### src/rtl/hazard_scoreboard.sv
// hazard_scoreboard: ID-stage hazard unit. A per-register countdown
// scoreboard tracks pending writes from variable-latency producers. From it
// the unit derives the RAW/WAW issue stall and the taken-branch flush, and
// it keeps a saturating count of stalled cycles.
module hazard_scoreboard #(
  parameter  int unsigned REG_AW      = 5,
  parameter  int unsigned NUM_SRC     = 2,
  parameter  int unsigned MAX_LAT     = 4,
  parameter  int unsigned FLUSH_DEPTH = 2,
  localparam int unsigned LATW        = $clog2(MAX_LAT + 1),
  localparam int unsigned NREG        = 2 ** REG_AW
) (
  input  logic                      Clk,
  input  logic                      Reset,
  input  logic                      issue_valid,
  input  logic                      issue_regwrite,
  input  logic [REG_AW-1:0]         issue_rd,
  input  logic [LATW-1:0]           issue_lat,
  input  logic [NUM_SRC-1:0]        src_valid,
  input  logic [NUM_SRC*REG_AW-1:0] src_reg,
  input  logic                      stall_ext,
  input  logic                      branch_taken,
  input  logic                      stall_count_clr,
  output logic                      stall,
  output logic                      issue_fire,
  output logic [FLUSH_DEPTH-1:0]    flush,
  output logic [NREG-1:0]           busy_mask,
  output logic [15:0]               stall_count
);

  logic [LATW-1:0] cnt [NREG];
  logic [LATW-1:0] lat_eff;
  logic            raw;
  logic            waw;
  logic            load;

  // Clamp the producer latency to the largest supported bubble count
  always_comb begin
    lat_eff = (issue_lat > LATW'(MAX_LAT)) ? LATW'(MAX_LAT) : issue_lat;
  end

  // RAW: any read source whose register still has a pending write
  always_comb begin
    logic [REG_AW-1:0] sreg;
    raw  = 1'b0;
    sreg = '0;
    for (int unsigned i = 0; i < NUM_SRC; i++) begin
      sreg = src_reg[i*REG_AW +: REG_AW];
      if (src_valid[i] && (sreg != '0) && (cnt[sreg] != '0))
        raw = 1'b1;
    end
  end

  // WAW: an older write to the same register would complete after this one
  always_comb begin
    waw = issue_valid && issue_regwrite && (issue_rd != '0) &&
          (cnt[issue_rd] > lat_eff);
  end

  // Issue control: branch squash and reset override every stall source
  always_comb begin
    stall      = ~Reset & ~branch_taken &
                 ((issue_valid & (raw | waw)) | stall_ext);
    issue_fire = issue_valid & ~stall & ~branch_taken & ~Reset;
    flush      = {FLUSH_DEPTH{branch_taken & ~Reset}};
    load       = issue_fire && issue_regwrite && (issue_rd != '0) &&
                 (issue_lat != '0);
  end

  // Scoreboard counters: a new issue load wins over the per-cycle decrement
  always_ff @(posedge Clk) begin
    cnt[0] <= '0;
    for (int unsigned r = 1; r < NREG; r++) begin
      if (Reset)
        cnt[r] <= '0;
      else if (load && (issue_rd == REG_AW'(r)))
        cnt[r] <= lat_eff;
      else if (cnt[r] != '0)
        cnt[r] <= cnt[r] - LATW'(1);
    end
  end

  // Busy flags mirror the nonzero scoreboard counters
  always_comb begin
    busy_mask = '0;
    for (int unsigned r = 0; r < NREG; r++)
      busy_mask[r] = (cnt[r] != '0);
  end

  // Saturating stall-cycle counter; clear has priority over increment
  always_ff @(posedge Clk) begin
    if (Reset || stall_count_clr)
      stall_count <= '0;
    else if (stall && (stall_count != 16'hFFFF))
      stall_count <= stall_count + 16'd1;
  end

endmodule
### config.mk
export PLATFORM = sky130hd
export DESIGN_NAME = hazard_scoreboard
export DESIGN_NICKNAME = d
export VERILOG_FILES = /design/src/rtl/hazard_scoreboard.sv
export SDC_FILE = /design/constraint.sdc
export NUM_CORES = 1
export LEC_CHECK = 0
export BUFFER_PORTS_ARGS = -buffer_cell sky130_fd_sc_hd__clkbuf_2
export CAP_MARGIN = 0
export CORE_MARGIN = 10
export CORE_UTILIZATION = 50
export DETAILED_ROUTE_END_ITERATION = 7
export PLACE_DENSITY = 0.69
export SKIP_CTS_REPAIR_TIMING = 1
export SYNTH_ARGS = -nofsm -noshare
export SYNTH_HDL_FRONTEND = slang
export SYNTH_SLANG_ARGS = --single-unit
### constraint.sdc
create_clock -name Clk -period 11.2 [get_ports Clk]
set_input_delay 0.56 -clock Clk [delete_from_list [all_inputs] [get_ports Clk]]
set_output_delay 0.56 -clock Clk [all_outputs]
set_load 0.02 [all_outputs]
Word-level counts from Yosys, hierarchy flattened
Memory sizes are Yosys's and may differ from the RTL's.
Cells that the tools add are included.
{"block": "word_totals", "elab_cells": 507, "input_bits": 27, "mem_bits_rw": 96, "register_bits": 16, "mem_count": 1, "out_inout_bits": 52}
{"block": "classes", "n_eq_ne": 32, "n_bitwise": 74, "add_sub_neg": 32, "magnitude_cmp": 2, "n_reduce_logical": 81, "n_mux": 284}
{"memory": "cnt", "words": 32, "width": 3, "read_ports": 35, "rd_ports_with_merged_regs": 0, "write_ports": 32, "line": "31", "text": "logic [LATW-1:0] cnt [NREG];"}
{"op": "2-to-1 mux 1 bit", "n": 221}
{"op": "2-to-1 mux 3 bit", "n": 63}
{"op": "nonzero test 3 bit", "n": 35}
{"op": "subtractor 3 x 1 -> 3 bit (second input constant)", "n": 31}
{"op": "equality test 5 bit (second input constant)", "n": 16}
{"op": "OR 1 bit", "n": 64}
{"op": "logical AND 1 bit", "n": 42}
{"op": "equality test 5 x 4 -> 1 bit (second input constant)", "n": 8}
{"op": "equality test 5 x 3 -> 1 bit (second input constant)", "n": 4}
{"op": "adder 16 x 1 -> 16 bit (second input constant)", "n": 1}
{"op": "!= test 16 bit (second input constant)", "n": 1}
{"op": "nonzero test 5 bit", "n": 3}
{"op": "equality test 5 x 2 -> 1 bit (second input constant)", "n": 2}
{"op": "AND 1 bit", "n": 7}
{"op": "equality test 5 x 1 -> 1 bit (second input constant)", "n": 1}
{"op": "> comparator 3 bit", "n": 1}
{"op": "> comparator 3 bit (second input constant)", "n": 1}
{"op": "NOT 1 bit", "n": 3}
{"op": "logical OR 1 bit", "n": 1}

Longest topological paths before layout
Gate-level depths: netlist of run 1.
{"block": "depth", "ltp_word": 22, "depth_mapped": 18, "mapped_depth_nobuf": 15}

Worst setup path before layout of run 1
OpenSTA, ideal clock, no wires.
{"block": "synth_timing", "path_type": "input to register", "from": "in issue_rd[0]", "to": "mem cnt[24][2] (netlist bit) (data pin)", "required_time_ns": 10.940, "path_buffers": 3, "stages": 15, "setup_time_ns": 0.260, "slack_ns": 6.313, "arrival_time_ns": 4.628, "path_cell_list": "buf_1 -> clkbuf_1 -> mux4_2 -> mux4_2 -> mux2_2 -> ha_1 -> nor2b_1 -> o21ai_0 -> a21oi_1 -> a31o_1 -> nor4_4 -> nand3_4 -> buf_6 -> nor4_4 -> mux2_2"}
{"item": "start: declaration", "line": "17", "text": "input logic [REG_AW-1:0] issue_rd,"}
{"item": "end: declaration", "line": "31"}

==> flow_summary.json, run 1 <==
{
  "mappedNetlistArea_mm2": 0.00937,
  "synth_sequential_area_ratio_pct": 33.2,
  "synth_top_family_by_area": "simple AND/OR/NAND/NOR gates",
  "synth_compound_gate_area_share_pct": 6.22,
  "layout_commonest_cell": "sky130_fd_sc_hd__inv_1",
  "grt-ovfl-total": 0,
  "hold_path_class": "in2reg",
  "antenna_cells": 0,
  "number_of_pins_exceeding_their_max_slew_limit_in_the_final_report": 0,
  "layout.cells.most_common_list": "100 x sky130_fd_sc_hd__inv_1, 95 x sky130_fd_sc_hd__mux2_2, 93 x sky130_fd_sc_hd__edfxtp_1",
  "synth_edf_count": 93,
  "grt_pass1_wl_mm": 39.6,
  "asyncSetResetFlopFracSynth_pct": 0,
  "timing.setup.tns_ns": 0,
  "tritoncts": "yes",
  "grt_pass1_vias": 7142,
  "synth_xor_xnor_area_share_pct": 2.24,
  "gp_congestion": 1.02,
  "worst_setup_path_start_kind": "primary input",
  "timing.slew.headroom_pct": 40.8,
  "synthTopCellsByArea": "sky130_fd_sc_hd__edfxtp_1 30%, sky130_fd_sc_hd__mux2_2 11%, sky130_fd_sc_hd__ha_1 8.8%",
  "wl_per_cell_um": 20.5,
  "tightestPinTransition_ns": 0.888,
  "worstSkewPairLatency_ns": 0.37,
  "vias_per_cell": 6.06,
  "maxClockFrequency_mhz": 188,
  "final_antenna_net_count": 0,
  "share_of_layout_cells_above_drive_strength_1_pct": 26.0,
  "worstPathArrival_ns": 5.43,
  "final_layout_fill_cell_count": 1657,
  "timing.critical_path.to_type": "flip-flop",
  "rows": 50,
  "finClkSkew_ns": 0.0106,
  "final_period_minus_worst_setup_slack_ns": 5.31,
  "synth_largest_area_cell": "sky130_fd_sc_hd__edfxtp_1",
  "dp.cells": 1202,
  "cts-htree-levels": 3,
  "peakVddDrop_mv": 0.110,
  "synthAdderAreaFrac_pct": 8.81,
  "final_min_period_over_clock_period_pct": 47.4,
  "finalCoreUtilization_pct": 54.8,
  "clk_pin_slew_worst_paths_ns": 0.08,
  "yosys_warnings": 0,
  "die-area_mm2": 0.0246,
  "buffer_ports.inserted": 77,
  "cts_buffer_depth": 2,
  "initial_utilization_pct": 50.5,
  "die_width_um": 157,
  "detailed_place.area_mm2": 0.00989,
  "synth.mux.area_fraction_pct": 20.6,
  "cell_leakage_power_nw": 4.09,
  "io_pins": 79,
  "final_cell_area_mm2": 0.0102,
  "dpl.hpwl_mm": 18.4,
  "synth_top_area_share_pct": 29.8,
  "die_y_extent_um": 157,
  "detail_route.drc_violations": 0,
  "count_of_unique_library_cells_instantiated_by_yosys": 63,
  "net_count_after_synthesis": 1029,
  "drt_wl_total_mm": 25.0,
  "tritoncts.num_buffers": 9,
  "grtUsageTotal_pct": 20.4,
  "cts_sinks": 109,
  "synthSimpleGateAreaFrac_pct": 22.5,
  "drt_pass1_iterations": 5,
  "critPathKind": "in2reg",
  "grt_setup_unrepaired": "false",
  "postSynthRegisterBits": 109,
  "grt_start_max_net_pins": 65,
  "number_of_antenna_violations_at_the_first_check_in_global_routing": 1,
  "synth_flop_cell": "sky130_fd_sc_hd__edfxtp_1",
  "critical_path_required_ns": 11.32,
  "syn_avg_cell_area_um2": 10.0,
  "final_cell_count_without_fillers": 1218,
  "run_status": "completed",
  "vias": 7383,
  "clk_root_buffer_cell": "sky130_fd_sc_hd__clkbuf_16",
  "core_region_area_mm2": 0.0186,
  "count_of_endpoints_failing_setup_in_the_final_report": 0,
  "drv.max_cap_violation_count": 0,
  "area_growth_syn_to_layout_pct": 8.58,
  "final_net_count": 1072,
  "dr.first_iter.drc_count": 731,
  "postSynthCellCount": 936,
  "power-per-cell-area_mw_per_mm2": 234,
  "final-hold-violation-count": 0,
  "crit_path_max_fanout": 30
}
-- power breakdown --
group / internal, mW / switching [mW]
Sequential: 0.664 / 0.199
Clock: 0.174 / 0.156
Combinational: 0.537 / 0.649
Total: 1.37 / 1.00
-- Yosys cell counts (24+ instances only) --
library cell,number
sky130_fd_sc_hd__clkbuf_1,33
sky130_fd_sc_hd__edfxtp_1,93
sky130_fd_sc_hd__ha_1,66
sky130_fd_sc_hd__inv_1,100
sky130_fd_sc_hd__mux2_2,95
sky130_fd_sc_hd__mux4_2,31
sky130_fd_sc_hd__nand2_1,34
sky130_fd_sc_hd__nand2b_1,27
sky130_fd_sc_hd__nor2_1,76
sky130_fd_sc_hd__nor2b_1,25
sky130_fd_sc_hd__nor3_1,80
sky130_fd_sc_hd__or3_1,34
sky130_fd_sc_hd__xnor2_1,24
-- kinds of logic after synthesis --
| group | count (synthesis) |
|---|---|
| AOI/OAI and AO/OA | 83 |
| xor gates and xnor gates | 24 |
| adders and majority gates | 66 |
| buffers and inverters | 152 |
| DFF | 109 |
| muxes | 142 |
| other | 1 |
| and+or+nand+nor | 359 |
-- worst paths after layout --
kind,slack (ns),end,from,cells past startpoint
worst min register to register,0.52,stall_count[3],stall_count[3],2
worst max register to register,6.54,cnt[31][1],cnt[10][1],12
worst max-delay path,5.89,cnt[31][1],issue_rd[0],14
worst min-delay path,0.51,stall_count[3],stall_count_clr,3
-- critical path, cell delays in order --
cell and delay, ns:
sky130_fd_sc_hd__clkbuf_2 0.66, sky130_fd_sc_hd__nand2b_1 0.55, sky130_fd_sc_hd__o21ai_0 0.22, sky130_fd_sc_hd__mux4_2 0.49, sky130_fd_sc_hd__mux2_2 0.27, sky130_fd_sc_hd__ha_1 0.28
sky130_fd_sc_hd__nor2b_1 0.13, sky130_fd_sc_hd__o21ai_0 0.16, sky130_fd_sc_hd__a21oi_1 0.09, sky130_fd_sc_hd__a31o_1 0.23, sky130_fd_sc_hd__nor4_4 0.35, sky130_fd_sc_hd__nand3_4 0.42
sky130_fd_sc_hd__nor4_2 0.59, sky130_fd_sc_hd__mux2_2 0.39
-- per-stage QoR --
step           power [mW]  setup slack, ns  hold WS [ns]
2_1_floorplan        1.70             6.31         0.558
3_3_place_gp         2.02             5.65         0.492
3_5_place_dp         2.05             5.59         0.509
4_1_cts              2.38             5.93         0.498
5_1_grt              2.57             5.62         0.526
6_report             2.38             5.89         0.510
-- sequential cells by signal, summed over array words and instances, names as in the netlist --
name         flops
stall_count     16
cnt             93
-- metal layers --
metal	share of wire (%)	wire length [µm]	GRT usage (%)	vias up
li1	-	-	-	3494
met1	43	10800	26.8	3542
met2	46	11500	32.0	307
met3	8.8	2190	5.76	38
met4	2.2	543	6.11	2
met5	0.052	13	0	-
-- cell type report --
type	instances	area (µm²)	share of cell area, %
inverters	101	379	3.72
multi-input cells	675	5670	55.7
flip-flops and latches	109	3110	30.6
well taps	234	293	2.88
clock buffers	10	229	2.25
clock inverters	6	62.6	0.615
repair buffers	83	433	4.25
(Power assumes the default switching activity.)
==> run 2, diff against run 1 <==
Settings changed: ABC_AREA from default to 1, PLACE_DENSITY 0.69 to 0.71.
Clock period 11.2 ns to 4.5 ns, I/O delays scaled along.
==> flow_summary.json, run 2 <==
{
  "critical_path_slowest_stage_cell": "sky130_fd_sc_hd__clkinv_1",
  "synth_compound_gate_area_share_pct": 7.21,
  "synthTopCellsByArea": "sky130_fd_sc_hd__edfxtp_1 30%, sky130_fd_sc_hd__nand2_1 12%, sky130_fd_sc_hd__nand4_1 9.0%",
  "buffer_ports.inserted": 77,
  "drv.max_cap_violation_count": 0,
  "rr_startpoint": "cnt[7][2]",
  "peakVddDrop_mv": 0.221,
  "synth.most_common_cell": "sky130_fd_sc_hd__nand2_1",
  "hold_path_class": "in2reg",
  "tritoncts.num_buffers": 9,
  "die-area_mm2": 0.0245,
  "placement.setup.worst_slack_ns": 0.588,
  "detailed_place.area_mm2": 0.00979,
  "die_width_um": 157,
  "grtUsageTotal_pct": 22.9,
  "multi_input_comb_area_mm2": 0.00520,
  "timing.slew.headroom_pct": 49.8,
  "setup.worst_path.start": "issue_rd[0]",
  "register_area_mm2": 0.00311,
  "synth_largest_area_cell": "sky130_fd_sc_hd__edfxtp_1",
  "dr.first_iter.drc_count": 1007,
  "grt_pass1_wl_mm": 45.2,
  "worst_path_largest_cell_delay_ns": 0.43,
  "max_flop_register": "cnt",
  "vias_per_cell": 5.97,
  "worstPathArrival_ns": 3.76,
  "final_antenna_net_count": 0,
  "setup.reg_to_reg.worst_slack_ns": 0.91,
  "regToRegEndpoint": "cnt[27][0]",
  "reg.largest.list": "cnt (93), stall_count (16)",
  "final_min_period_over_clock_period_pct": 82.1,
  "post-layout-total-power_mw": 5.67,
  "drt_wl_total_mm": 28.2,
  "core_region_area_mm2": 0.0181,
  "synth_sequential_area_ratio_pct": 33.4,
  "final_net_count": 1433,
  "clk_root_buffer_cell": "sky130_fd_sc_hd__clkbuf_16",
  "layout_commonest_cell": "sky130_fd_sc_hd__nand2_1",
  "largest_register_ff_count": 93,
  "tritoncts": "yes",
  "clk_pin_slew_worst_paths_ns": 0.08,
  "number_of_pins_exceeding_their_max_slew_limit_in_the_final_report": 0,
  "maxClockFrequency_mhz": 271,
  "net_count_after_synthesis": 1392,
  "crit_chain": "clkbuf_2, inv_1, nor2_1, clkinv_1, buf_4, o22ai_1, o21ai_0, a41oi_1, ha_1, a21oi_1, o21ai_0, nand4_1, nand3_1, nand2_2, nand3_2, nor2_4, buf_4, nand2_1, nand4_1",
  "worstSkewPairLatency_ns": 0.37,
  "dpl.hpwl_mm": 20.6,
  "io_pins": 79,
  "synth_edf_count": 93,
  "initial_utilization_pct": 51.4,
  "final_period_minus_worst_setup_slack_ns": 3.70,
  "crit_end": "cnt[27][0]",
  "count_of_endpoints_failing_setup_in_the_final_report": 0,
  "share_of_layout_cells_above_drive_strength_1_pct": 9.00,
  "power-per-cell-area_mw_per_mm2": 562,
  "synth.mux.area_fraction_pct": 0,
  "finalWorstSetupSlack_ns": 0.804,
  "gp_congestion": 0.977,
  "area_growth_syn_to_layout_pct": 7.95,
  "synthSimpleGateAreaFrac_pct": 35.6,
  "crit_path_max_fanout": 33,
  "layout.cells.most_common_list": "301 x sky130_fd_sc_hd__nand2_1, 173 x sky130_fd_sc_hd__inv_1, 161 x sky130_fd_sc_hd__nand3_1",
  "final_layout_fill_cell_count": 1719,
  "critical_path_required_ns": 4.56,
  "final_cell_area_mm2": 0.0101,
  "cts_buffer_depth": 2,
  "worst_setup_path_start_kind": "primary input",
  "synthAdderAreaFrac_pct": 8.85,
  "timing.critical_path.to_type": "flip-flop",
  "grt_start_max_net_pins": 76,
  "synth_top_family_by_area": "simple AND/OR/NAND/NOR gates",
  "yosys-top-cells-count": "301 x sky130_fd_sc_hd__nand2_1, 173 x sky130_fd_sc_hd__inv_1, 161 x sky130_fd_sc_hd__nand3_1",
  "dp.cells": 1558,
  "wl_per_cell_um": 17.9,
  "finClkSkew_ns": 0.0129,
  "synth_flop_cell": "sky130_fd_sc_hd__edfxtp_1",
  "detail_route.drc_violations": 0,
  "cts_sinks": 109,
  "hold-worst-slack_ns": 0.174,
  "run_status": "completed",
  "finalCoreUtilization_pct": 55.5,
  "cts-htree-levels": 3,
  "postSynthCellCount": 1299,
  "asyncSetResetFlopFracSynth_pct": 0,
  "rows": 49,
  "grt-ovfl-total": 0,
  "postSynthRegisterBits": 109,
  "number_of_antenna_violations_at_the_first_check_in_global_routing": 0,
  "final-hold-violation-count": 0,
  "min_from": "stall_count_clr",
  "timing.setup.tns_ns": 0,
  "vias": 9401,
  "mappedNetlistArea_mm2": 0.00933,
  "count_of_unique_library_cells_instantiated_by_yosys": 41,
  "cell_leakage_power_nw": 4.69,
  "synth_top_area_share_pct": 29.9,
  "critPathKind": "in2reg",
  "drt_pass1_iterations": 7,
  "antenna_cells": 0,
  "yosys_warnings": 0,
  "tightestPinTransition_ns": 0.753,
  "die_y_extent_um": 157,
  "grt_setup_unrepaired": "false",
  "grt_pass1_vias": 8736,
  "reg2regPathDepth": 16,
  "syn_avg_cell_area_um2": 7.18,
  "synth_xor_xnor_area_share_pct": 3.94,
  "final_cell_count_without_fillers": 1574
}
run 2: logic make-up after synthesis:
kind of cell,count (synthesis)
simple gates,721
buf+inv,243
compound gates,117
flops,109
fa+ha+maj,66
xor+xnor,42
other cells,1
run 2: layout make-up:
| class | instances | area share (%) |
|---|---|---|
| clock buffer | 9 | 2.24 |
| timing repair buffer | 92 | 5.07 |
| tap | 229 | 2.84 |
| clock inverter | 7 | 0.559 |
| multi-input combinational | 947 | 51.6 |
| sequential | 109 | 30.9 |
| inverter | 181 | 6.78 |
run 2: worst max-delay path, delay by kind of cell:
family / cells / cell delay, ns
AO/OA/AOI/OAI: 5 / 0.87
buffers and inverters: 5 / 1.29
AND/OR/NAND/NOR: 8 / 1.02
adder cells (fa/ha/maj): 1 / 0.33
run 2: worst min-delay path by stage:
| stage | slack (ns) | cells past startpoint | end |
|---|---|---|---|
| floorplan | 0.42 | 3 | stall_count[2] |
| global placement | 0.50 | 2 | stall_count[5] |
| detailed placement | 0.50 | 2 | stall_count[6] |
| CTS | 0.17 | 4 | stall_count[2] |
| global route | 0.20 | 4 | stall_count[7] |
| finish | 0.17 | 4 | stall_count[7] |
run 2: power breakdown:
group / switching, mW / internal, mW / total (mW)
logic: 2.04 / 0.984 / 3.02
registers: 0.227 / 1.63 / 1.86
clock network: 0.401 / 0.383 / 0.785
run 2: layer usage:
metal  vias up  wire length, µm  track usage [%]
met5         -                0                0
met3        58             3290             5.73
met2       543            12500             35.7
met1      4247            11800             30.2
met4         0              734             7.87
li1       4553                -                -
==> run 3, diff against run 2 <==
Settings changed: PLACE_DENSITY 0.71 to 0.69.
Clock period 4.5 ns to 3.8 ns, I/O delays scaled along.
==> flow_summary.json, run 3 (synthesized netlist as in run 2, its figures left out) <==
{
  "io_pins": 79,
  "tightestPinTransition_ns": 0.578,
  "cts_buffer_depth": 2,
  "grt_pass1_vias": 8936,
  "final_cell_area_mm2": 0.0102,
  "antenna_cells": 0,
  "post-layout-total-power_mw": 6.74,
  "critPathKind": "reg2reg",
  "detailed_place.area_mm2": 0.00993,
  "timing.critical_path.to_type": "flip-flop",
  "clk_pin_slew_worst_paths_ns": 0.08,
  "rows": 49,
  "cp_common_cell": "sky130_fd_sc_hd__nand4_1",
  "final-hold-violation-count": 0,
  "finClkSkew_ns": 0.0118,
  "crit_path_max_fanout": 31,
  "grt_setup_unrepaired": "false",
  "dpl.hpwl_mm": 20.8,
  "core_region_area_mm2": 0.0181,
  "final_min_period_over_clock_period_pct": 91.6,
  "maxClockFrequency_mhz": 287,
  "timing.critical_path.max_delay_family": "compound AO/OA/AOI/OAI gates",
  "worst_path_largest_cell_delay_ns": 0.41,
  "worstPathArrival_ns": 3.55,
  "critical_path_slowest_stage_cell": "sky130_fd_sc_hd__edfxtp_1",
  "finalCoreUtilization_pct": 56.3,
  "hold_path_class": "in2reg",
  "count_of_cell_instances_traversed_by_the_critical_path": 16,
  "final_net_count": 1445,
  "share_of_layout_cells_above_drive_strength_1_pct": 9.87,
  "drt_pass1_iterations": 6,
  "crit_end": "cnt[25][1]",
  "dr.first_iter.drc_count": 1032,
  "timing.slew.headroom_pct": 61.4,
  "layout_commonest_cell": "sky130_fd_sc_hd__nand2_1",
  "wl_per_cell_um": 18.1,
  "buffer_ports.inserted": 77,
  "final_layout_fill_cell_count": 1768,
  "crit_buf_inv": 2,
  "regToRegEndpoint": "cnt[25][1]",
  "grt-ovfl-total": 0,
  "number_of_antenna_violations_at_the_first_check_in_global_routing": 0,
  "grt_start_max_net_pins": 46,
  "vias": 9483,
  "clk_root_buffer_cell": "sky130_fd_sc_hd__clkbuf_16",
  "final_antenna_net_count": 0,
  "rr_startpoint": "cnt[6][2]",
  "gp_congestion": 0.957,
  "tritoncts": "yes",
  "count_of_endpoints_failing_setup_in_the_final_report": 0,
  "worstSkewPairLatency_ns": 0.38,
  "detail_route.drc_violations": 0,
  "tritoncts.num_buffers": 9,
  "max_flop_register": "cnt",
  "die-area_mm2": 0.0245,
  "grtUsageTotal_pct": 23.4,
  "peakVddDrop_mv": 0.325,
  "largest_register_ff_count": 93,
  "power-per-cell-area_mw_per_mm2": 660,
  "placement.setup.worst_slack_ns": 0.142,
  "worst_setup_path_start_kind": "flip-flop",
  "final_period_minus_worst_setup_slack_ns": 3.48,
  "layout.cells.most_common_list": "301 x sky130_fd_sc_hd__nand2_1, 172 x sky130_fd_sc_hd__inv_1, 161 x sky130_fd_sc_hd__nand3_1",
  "vias_per_cell": 5.98,
  "setup.reg_to_reg.worst_slack_ns": 0.32,
  "drv.max_cap_violation_count": 0,
  "cts-htree-levels": 3,
  "number_of_pins_exceeding_their_max_slew_limit_in_the_final_report": 0,
  "cell_leakage_power_nw": 4.77,
  "area_growth_syn_to_layout_pct": 9.53,
  "crit_chain": "inv_1, o22ai_1, a221oi_1, o21a_1, a41oi_1, ha_1, a21oi_1, o21ai_0, nand4_1, nand3_1, nand2_2, nand3_2, nor2_4, buf_6, nand2_1, nand4_1",
  "setup.worst_path.start": "cnt[6][2]",
  "die_width_um": 157,
  "critical_path_required_ns": 3.87,
  "cts_sinks": 109,
  "die_y_extent_um": 157,
  "finalWorstSetupSlack_ns": 0.318,
  "grt_pass1_wl_mm": 46.0,
  "reg.largest.list": "cnt (93), stall_count (16)",
  "reg2regPathDepth": 16,
  "drt_wl_total_mm": 28.7,
  "timing.setup.tns_ns": 0,
  "run_status": "completed",
  "initial_utilization_pct": 51.4
}
## run 3: cell types whose count changed in the layout (fill, tap and decap cells not counted), sizes merged
cell,delta
buf,+12
clkinv,+2
inv,-2
## run 3: cell type report
cell class | count | area (µm²) | area share, %
flip-flops and latches | 109 | 3110 | 30.5
clock inverters | 7 | 60.1 | 0.588
clock buffers | 9 | 225 | 2.20
inverters | 181 | 683 | 6.68
well taps | 229 | 287 | 2.80
multi-input cells | 947 | 5200 | 50.9
repair buffers | 104 | 654 | 6.40
## run 3: routing by layer
layer	up-vias	routed length [µm]	track usage, %	part of all wire [%]
li1	4583	-	-	-
met1	4331	12300	31.4	43
met2	515	12600	36.3	44
met3	54	3140	5.46	11
met4	0	609	7.73	2.1
met5	-	0	0	0
## run 3: worst min path at each step
stage,start,endpoint,depth (start not counted)
3_3_place_gp,stall_count[6],stall_count[6],2
3_5_place_dp,stall_count[6],stall_count[6],2
5_1_grt,stall_count_clr,stall_count[2],4
6_report,stall_count_clr,stall_count[7],4
2_1_floorplan,stall_count_clr,stall_count[2],3
4_1_cts,stall_count_clr,stall_count[7],4
## run 3: worst reg2reg max path, cell delays in order, from the launching register on
cell	delay [ns]
sky130_fd_sc_hd__edfxtp_1	0.41
sky130_fd_sc_hd__inv_1	0.20
sky130_fd_sc_hd__o22ai_1	0.12
sky130_fd_sc_hd__a221oi_1	0.24
sky130_fd_sc_hd__o21a_1	0.18
sky130_fd_sc_hd__a41oi_1	0.19
sky130_fd_sc_hd__ha_1	0.39
sky130_fd_sc_hd__a21oi_1	0.14
sky130_fd_sc_hd__o21ai_0	0.10
sky130_fd_sc_hd__nand4_1	0.10
sky130_fd_sc_hd__nand3_1	0.11
sky130_fd_sc_hd__nand2_2	0.10
sky130_fd_sc_hd__nand3_2	0.10
sky130_fd_sc_hd__nor2_4	0.20
sky130_fd_sc_hd__buf_6	0.26
sky130_fd_sc_hd__nand2_1	0.17
sky130_fd_sc_hd__nand4_1	0.18
## run 3: per-stage QoR
stage / hold WS (ns) / instances
floorplan: 0.385 / 1299
global placement: 0.499 / 1570
detailed placement: 0.497 / 1570
CTS: 0.122 / 1586
global route: 0.165 / 1586
finish: 0.124 / 1586
## run 3: report_power, final
part	internal (mW)	leakage (nW)	total, mW	switching, mW
combinational	1.17	3.46	3.58	2.40
clock	0.457	0.142	0.960	0.503
sequential	1.93	1.16	2.21	0.275
total	3.56	4.77	6.74	3.18
